==> src/rtl/id_ex_stage.sv <==
// ID/EX pipeline register with operand forwarding, load-use stall detection
// and flush; one held instruction, 1-cycle latency, full throughput.
module id_ex_stage #(
    parameter int unsigned N = 16
) (
    input  logic         clk,
    input  logic         rst,
    input  logic         in_valid,
    output logic         in_ready,
    input  logic [4:0]   in_opcode,
    input  logic [N-1:0] in_imm,
    input  logic [2:0]   in_rd_addr,
    input  logic         in_rd_we,
    input  logic         in_is_load,
    input  logic [2:0]   in_rs1_addr,
    input  logic [2:0]   in_rs2_addr,
    input  logic         in_use_rs1,
    input  logic         in_use_rs2,
    input  logic [N-1:0] rf_read_data1,
    input  logic [N-1:0] rf_read_data2,
    input  logic         ex_fwd_we,
    input  logic [2:0]   ex_fwd_addr,
    input  logic [N-1:0] ex_fwd_data,
    input  logic         mem_fwd_we,
    input  logic [2:0]   mem_fwd_addr,
    input  logic [N-1:0] mem_fwd_data,
    input  logic         wb_fwd_we,
    input  logic [2:0]   wb_fwd_addr,
    input  logic [N-1:0] wb_fwd_data,
    input  logic         flush,
    output logic         out_valid,
    input  logic         out_ready,
    output logic [4:0]   out_opcode,
    output logic [N-1:0] out_op1,
    output logic [N-1:0] out_op2,
    output logic [N-1:0] out_imm,
    output logic [2:0]   out_rd_addr,
    output logic         out_rd_we,
    output logic         out_is_load,
    output logic [15:0]  stall_count
);

    localparam int unsigned SCW = 16;
    localparam logic [SCW-1:0] STALL_MAX = '1;

    logic         accept_c;
    logic         hazard_c;
    logic [N-1:0] op1_c;
    logic [N-1:0] op2_c;

    // Youngest producer wins; register file is the fallback.
    function automatic logic [N-1:0] resolve(
        input logic         use_rs,
        input logic [2:0]   addr,
        input logic [N-1:0] rf_data,
        input logic         ex_we,
        input logic [2:0]   ex_addr,
        input logic [N-1:0] ex_data,
        input logic         mem_we,
        input logic [2:0]   mem_addr,
        input logic [N-1:0] mem_data,
        input logic         wb_we,
        input logic [2:0]   wb_addr,
        input logic [N-1:0] wb_data
    );
        logic [N-1:0] r;
        r = rf_data;
        if (use_rs) begin
            if (ex_we && ex_addr == addr)        r = ex_data;
            else if (mem_we && mem_addr == addr) r = mem_data;
            else if (wb_we && wb_addr == addr)   r = wb_data;
        end
        return r;
    endfunction

    always_comb begin
        accept_c = !out_valid || out_ready;
        hazard_c = in_valid && out_valid && out_is_load && out_rd_we &&
                   ((in_use_rs1 && in_rs1_addr == out_rd_addr) ||
                    (in_use_rs2 && in_rs2_addr == out_rd_addr));
        op1_c = resolve(in_use_rs1, in_rs1_addr, rf_read_data1,
                        ex_fwd_we, ex_fwd_addr, ex_fwd_data,
                        mem_fwd_we, mem_fwd_addr, mem_fwd_data,
                        wb_fwd_we, wb_fwd_addr, wb_fwd_data);
        op2_c = resolve(in_use_rs2, in_rs2_addr, rf_read_data2,
                        ex_fwd_we, ex_fwd_addr, ex_fwd_data,
                        mem_fwd_we, mem_fwd_addr, mem_fwd_data,
                        wb_fwd_we, wb_fwd_addr, wb_fwd_data);
    end

    assign in_ready = flush || (accept_c && !hazard_c);

    // Pipeline register; any empty slot forces the control bits low.
    always_ff @(posedge clk or negedge rst) begin
        if (!rst) begin
            out_valid   <= 1'b0;
            out_opcode  <= '0;
            out_op1     <= '0;
            out_op2     <= '0;
            out_imm     <= '0;
            out_rd_addr <= '0;
            out_rd_we   <= 1'b0;
            out_is_load <= 1'b0;
            stall_count <= '0;
        end else if (flush) begin
            out_valid   <= 1'b0;
            out_rd_we   <= 1'b0;
            out_is_load <= 1'b0;
        end else if (accept_c) begin
            if (in_valid && !hazard_c) begin
                out_valid   <= 1'b1;
                out_opcode  <= in_opcode;
                out_op1     <= op1_c;
                out_op2     <= op2_c;
                out_imm     <= in_imm;
                out_rd_addr <= in_rd_addr;
                out_rd_we   <= in_rd_we;
                out_is_load <= in_is_load;
            end else begin
                out_valid   <= 1'b0;
                out_rd_we   <= 1'b0;
                out_is_load <= 1'b0;
                if (hazard_c && stall_count != STALL_MAX)
                    stall_count <= stall_count + SCW'(1);
            end
        end
    end

endmodule

==> config.mk <==
export PLATFORM = sky130hd
export DESIGN_NAME = id_ex_stage
export DESIGN_NICKNAME = d
export VERILOG_FILES = /design/src/rtl/id_ex_stage.sv
export SDC_FILE = /design/constraint.sdc
export NUM_CORES = 1
export LEC_CHECK = 0
export ABC_AREA = 1
export CORE_MARGIN = 2
export CORE_UTILIZATION = 30
export DETAILED_ROUTE_END_ITERATION = 16
export GPL_TIMING_DRIVEN = 1
export PLACE_DENSITY = 0.59
export SYNTH_ARGS = -nofsm -noshare
export SYNTH_HDL_FRONTEND = slang
export SYNTH_SLANG_ARGS = --single-unit
export TNS_END_PERCENT = 5
==> constraint.sdc <==
create_clock -name clk -period 1.6 [get_ports clk]
set_clock_uncertainty 0.15 [all_clocks]
set_input_delay 0.32 -clock clk [delete_from_list [all_inputs] [get_ports clk]]
set_output_delay 0.32 -clock clk [all_outputs]
set_load 0.02 [all_outputs]
==> out/qor.yml, run 1 <==
status: "complete, but fails checks"
violations: "negative setup slack"
slew_viol_final: 0
synthFlopType: "dfrtp_1"
clockRootBuffer: "clkbuf_16"
cts_num_sinks: 75
required_ns: 1.13
whs_path_depth: 2
setup_slack_ns: -0.395
cts_buffers: 9
hpwl_mm: 16.2
grt_pass1_vias: 6286
async_flop_share_pct: 100
nets: 1301
r2r_setup_slack_ns: -0.36
place_area_sq_mm: 0.00854
endpoint_kind: "output pin"
overflow: 0
fp-row-count: 50
routed_via_density: 4.75
yosysSeqAreaShare_pct: 33.0
coreArea_sq_mm: 0.0186
crit_type: "reg2out"
crit_path_frequent_cell: "nand2_4"
cp_max_fo: 4
setup_viol: 76
fin_crit_sh_pct: 125
area_delta_synth_final_pct: 56.6
rsz0062_at_grt: "yes"
first_iter_violations: 418
worst_pin_slew_ns: 0.389
gp_congestion: 0.899
min_from: "out_imm[2]"
io-pin-count: 207
vias: 6684
ant_nets: 0
portBuffers: 206
diodes: 0
cpMaxStageDelayCell: "dfrtp_2"
syn-num-nets: 1049
final.fill_count: 1966
path_cells: "inv_2, nand2_1, nand2_1, nor2_1, nand2_1, nand2_4, nand2_4, nand2_4, nand2_4, buf_6"
yosys_warnings: 0
hold_viol_final: 0
power.density_mw_per_mm2: 767
drive_gt1_share_pct: 14.7
cts_max_path_buffers: 2
initial_core_util_pct: 30.5
r2r_end: "stall_count[2]"
route.detailed.drc: 0
drt_pre_antenna_iters: 5
arrival_ns: 1.52
synth_edf_count: 0
cts_tree: "built"
worstHoldPathType: "reg2reg"
p_total_mw: 6.84
cpLargestDelayFamily: "simple AND/OR/NAND/NOR gates"
die-area_sq_mm: 0.0201
fp.dieW_microns: 142
fmax_ghz: 0.501
startpoint: "out_rd_addr[2]"
grt_usage_pct: 20.8
syn_avg_cell_area_sq_um: 6.21
crit-reg2reg-launch: "out_rd_addr[2]"
clock_latency_ns: 0.35
start_kind: "flop"
post-route-min-period_ns: 1.99
synth_seq_cells: 75
synth_area_sq_mm: 0.00569
max_cap_viol_count: 0
antenna_found_initial: 0
htree_levels: 3
reg2reg_depth: 13
clk_pin_slew_ns: 0.07
fin_hold_ws_ns: 0.312
irDropWorstVdd_v: 0.000453
whs_endpoint: "out_imm[2]"
die_h_microns: 142
post_drt_wl_per_cell_microns: 15.2
path_buf_inv: 2
synth_cell_types: 28
slowest_delay_ns: 0.41
grt_pass1_wl_mm: 32.6
syn_inst: 917
final_area_sq_mm: 0.00892
relSlewSlack_pct: 74.0
routed_wl_mm: 21.4
grt_max_degree: 49
leakage_nw: 4.69
-- synthesized netlist by cell type (10+ instances only) --
cell type	n	area, sq um
a21oi_2	10	87.6
nand3_1	138	691
nand2_1	260	976
xor2_1	12	105
inv_1	146	548
buf_2	20	100
dfrtp_1	75	1880
a21oi_1	57	285
o21ai_0	36	180
nor2_1	91	342
-- cell usage in the layout (no fill, tap or decap), types with 2 or more instances in the layout --
master           count
nand2_1            254
inv_1              142
nand3_1            134
clkdlybuf4s50_1    125
nor2_1              84
dfrtp_1             70
buf_4               62
dlygate4sd2_1       58
a21oi_1             52
o21ai_0             35
a21oi_2             15
xor2_1              12
buf_12              12
inv_2               11
clkdlybuf4s15_1     10
nand2_4              9
nor2_2               9
clkbuf_16            9
nand4_1              7
nor2_4               7
nor3_1               6
buf_2                6
o21bai_1             5
dfrtp_2              5
nand3_2              4
o21ai_1              4
buf_6                4
clkbuf_2             3
nand2_2              2
clkinv_1             2
clkinvlp_4           2
bufinv_16            2
buf_8                2
-- registers in the layout, summed over array words and instances (netlist names) --
signal and count:
out_op2 16, stall_count 16, out_valid 1, out_imm 16
out_rd_addr 3, out_op1 16, out_opcode 5, out_is_load 1
out_rd_we 1
-- power breakdown --
part	internal [mW]	leakage [nW]	switching, mW
sequential	2.15	0.846	0.148
combinational	1.01	3.70	1.29
clock	1.37	0.149	0.883
total	4.52	4.69	2.32
-- layout make-up --
type	count	area (sq um)	area share, %
Tap cell	234	293	3.28
Clock inverter	6	88.8	0.996
Sequential cell	75	1880	21.1
Inverter	155	582	6.52
Clock buffer	10	229	2.57
Multi-Input combinational cell	644	3120	35.0
Timing Repair Buffer	284	2720	30.5
-- stage by stage --
| step | setup WS [ns] | instances | setup TNS [ns] | util (%) |
|---|---|---|---|---|
| final | -0.395 | 1408 | -22.00 | 47.8 |
| after global routing | -0.479 | 1408 | -29.39 | 47.8 |
| after CTS | -0.417 | 1408 | -21.72 | 47.8 |
| after detailed placement | -0.923 | 1386 | -59.02 | 45.8 |
| after global placement | -0.919 | 1386 | -57.48 | 45.8 |
| after floorplan | -0.168 | 917 | -2.56 | - |
-- layer usage --
metal  track usage, %  routed length, microns  part of all wire, %
met4             6.68                     518                  2.4
met5                0                       0                    0
met3             4.35                    1530                  7.1
met2             34.5                    9850                   46
met1             27.2                    9520                   44
-- worst max-delay path by stage --
| stage | cells after the start | to |
|---|---|---|
| 2_1_floorplan | 11 | in_ready |
| 6_report | 10 | in_ready |
| 5_1_grt | 10 | in_ready |
| 4_1_cts | 10 | in_ready |
| 3_5_place_dp | 11 | in_ready |
| 3_3_place_gp | 11 | in_ready |
-- cell families after synthesis --
kind of cell	share of synthesized area (%)
AO/OA/AOI/OAI	10.9
XOR/XNOR	1.85
adder cells (fa/ha/maj)	0.220
buffers and inverters	14.7
flip-flops	33.0
AND/OR/NAND/NOR	39.3
-- tightest hold or removal path: stages (launching register included) --
cell and delay [ns]:
dfrtp_1 0.34, nand2_1 0.05, nand2_1 0.04
-- timing repair --
item	4_1_cts	5_1_grt
endpoints found under the setup margin	151	93
pin swaps	8	20
resized for setup	123	31
buffers inserted	4	1
hold endpoints to repair	75	0
hold buffers	1	0
gates cloned	1	0
Power figures use the tool's default switching activity.
==> run 2: changes to the inputs <==
--- a/config.mk
+++ b/config.mk
@@ -6,6 +6,7 @@
 export NUM_CORES = 1
 export LEC_CHECK = 0
 export ABC_AREA = 1
+export CORE_ASPECT_RATIO = 0.75
 export CORE_MARGIN = 2
 export CORE_UTILIZATION = 30
 export DETAILED_ROUTE_END_ITERATION = 16
==> out/qor.yml, run 2 (synthesis gave the netlist of run 1 again) <==
status: "complete, but fails checks"
violations: "negative setup slack"
nets: 1305  # +0.31%
cts_num_sinks: 75  # unchanged
max_cap_viol_count: 0  # unchanged
portBuffers: 206  # unchanged
clock_latency_ns: 0.34  # about the same
antenna_found_initial: 0  # unchanged
gp_congestion: 0.948  # +5.5%
crit_type: "reg2out"
cpMaxStageDelayCell: "dfrtp_2"
cts_max_path_buffers: 2  # unchanged
fp-row-count: 43  # -14%
finalSetupTns_ns: -17.83  # +4.17 ns
routed_wl_mm: 21.3  # -0.49%
crit_path_frequent_cell: "nand2_4"
first_iter_violations: 421  # +0.72%
rsz0062_at_grt: "yes"
mostFrequentLayoutCells: "nand2_1, inv_1, nand3_1"
cts_tree: "built"
cp_max_fo: 4  # unchanged
grt_max_degree: 76  # +55%
post_drt_wl_per_cell_microns: 15.0  # -1.7%
drive_gt1_share_pct: 14.2  # -0.47 points
multiInputGateArea_sq_mm: 0.00307  # -1.8%
worst_pin_slew_ns: 0.451  # +0.0623 ns
crit-reg2reg-launch: "out_rd_addr[0]"
drt_pre_antenna_iters: 5  # unchanged
grt_pass1_vias: 6454  # +2.7%
endpoint_kind: "output pin"
whs_path_depth: 2  # unchanged
path_cells: "inv_4, nand2_2, nand2_1, nor2_1, nand2_1, nand2_2, nand2_4, nand2_4, nand2_4, buf_6"
power.density_mw_per_mm2: 742  # -3.3%
start_kind: "flop"
htree_levels: 3  # unchanged
r2r_end: "out_op1[13]"
required_ns: 1.13  # about the same
leakage_nw: 4.68  # -0.38%
setup_viol: 76  # unchanged
overflow: 0  # unchanged
routed_via_density: 4.65  # -2.0%
worstHoldPathType: "reg2reg"
regArea_sq_mm: 0.00188  # unchanged
cts_buffers: 9  # unchanged
die_h_microns: 123  # -13%
fmax_ghz: 0.502  # +0.20%
setup_slack_ns: -0.391  # +0.00407 ns
irDropWorstVdd_v: 0.000399  # -12%
area_delta_synth_final_pct: 55.4
final_common_cell: "nand2_1"
ant_nets: 0  # unchanged
post-route-min-period_ns: 1.99  # -0.00407 ns
grt_pass1_wl_mm: 33.4  # +2.5%
slew_viol_final: 0  # unchanged
grt_usage_pct: 21.2  # +0.41 points
vias: 6631  # -0.79%
final.fill_count: 1942  # -1.2%
route.detailed.drc: 0  # unchanged
final_core_util_pct: 47.7  # -0.17 points
r2r_setup_slack_ns: -0.33  # +0.03 ns
clk_pin_slew_ns: 0.07  # about the same
die-area_sq_mm: 0.0201  # about the same
slowest_delay_ns: 0.41  # about the same
hpwl_mm: 16.2  # +0.13%
whs_endpoint: "out_imm[15]"
fin_crit_sh_pct: 124  # -0.25 points
reg2reg_depth: 12  # -1
coreArea_sq_mm: 0.0186  # -0.44%
fp.dieW_microns: 163  # +15%
io-pin-count: 207  # unchanged
min_from: "out_imm[15]"
arrival_ns: 1.52  # about the same
clockRootBuffer: "clkbuf_16"
hold_viol_final: 0  # unchanged
initial_core_util_pct: 30.7  # +0.13 points
diodes: 0  # unchanged
relSlewSlack_pct: 69.9  # -4.2 points
==> run 2: cell count changes in the layout (fill, tap and decap cells not counted), moves of 3 or more <==
| cell | change |
|---|---|
| nor2_1 | +6 |
| nand2_4 | -4 |
| dlygate4sd2_1 | +5 |
| buf_6 | +4 |
| buf_12 | -5 |
| a21oi_1 | +5 |
| buf_4 | +4 |
| a21oi_2 | -5 |
| nor2_2 | -6 |
| nand2_2 | +3 |
| clkdlybuf4s15_1 | -7 |
==> run 2: per-stage QoR <==
| step | cells | power, mW | hold slack [ns] | cell area, sq um | setup slack, ns |
|---|---|---|---|---|---|
| 6_report | 1425 | 6.56 | 0.314 | 8850 | -0.391 |
| 3_5_place_dp | 1402 | 4.74 | 0.239 | 8530 | -0.974 |
| 3_3_place_gp | 1402 | 4.72 | 0.242 | 8530 | -0.945 |
| 2_1_floorplan | 917 | 3.45 | -0.126 | 5760 | -0.168 |
| 4_1_cts | 1421 | 6.59 | 0.320 | 8740 | -0.424 |
| 5_1_grt | 1425 | 6.97 | 0.330 | 8850 | -0.512 |
==> run 2: worst max-delay path by stage <==
stage | startpoint | end | slack, ns | cells after the start
floorplan | out_rd_addr[1] | in_ready | -0.17 | 11
global placement | in_rs2_addr[2] | in_ready | -0.94 | 11
detailed placement | in_rs2_addr[2] | in_ready | -0.97 | 11
CTS | out_rd_addr[2] | in_ready | -0.42 | 10
global route | out_rd_addr[1] | in_ready | -0.51 | 10
finish | out_rd_addr[1] | in_ready | -0.39 | 10
==> run 2: critical path, delay by kind of cell, from the launching register on <==
kind / cells / cell delay (ns)
AND/OR/NAND/NOR: 8 / 0.57
flip-flops: 1 / 0.41
buffers and inverters: 2 / 0.18
==> run 2: cell type report <==
class	instances	area share, %
tap	247	3.49
sequential	75	21.3
inverter	155	6.60
clock buffer	9	2.54
timing repair buffer	288	30.8
multi-input combinational	644	34.6
clock inverter	7	0.679
==> run 2: layer usage <==
metal | GRT usage (%) | wire [microns]
met1 | 30.6 | 10400
met2 | 32.9 | 9040
met3 | 4.03 | 1530
met4 | 4.98 | 367
met5 | 0 | 0
==> run 2: power breakdown <==
part | total (mW) | switching (mW) | internal (mW) | leakage [nW]
Combinational | 2.29 | 1.28 | 1.01 | 3.70
Clock | 1.98 | 0.904 | 1.08 | 0.131
Sequential | 2.29 | 0.147 | 2.15 | 0.846
Total | 6.56 | 2.33 | 4.23 | 4.68
==> run 2: what timing repair did <==
| action | CTS | global route |
|---|---|---|
| resized for setup | 103 | 30 |
| setup endpoints to repair | 151 | 87 |
| pin swaps | 6 | 4 |
| buffers inserted | 2 | 2 |
| gates cloned | 0 | 2 |
| hold buffers | 1 | 0 |
| endpoints found under the hold margin | 75 | 0 |
==> run 3: changes to the inputs <==
--- a/config.mk
+++ b/config.mk
@@ -9,6 +9,7 @@
 export CORE_ASPECT_RATIO = 0.75
 export CORE_MARGIN = 2
 export CORE_UTILIZATION = 30
+export CTS_BUF_LIST = sky130_fd_sc_hd__clkbuf_8 sky130_fd_sc_hd__clkbuf_16
 export DETAILED_ROUTE_END_ITERATION = 16
 export GPL_TIMING_DRIVEN = 1
 export PLACE_DENSITY = 0.59
==> results of run 3 <==
Final layout, timing and power as in run 2 (identical DEF).
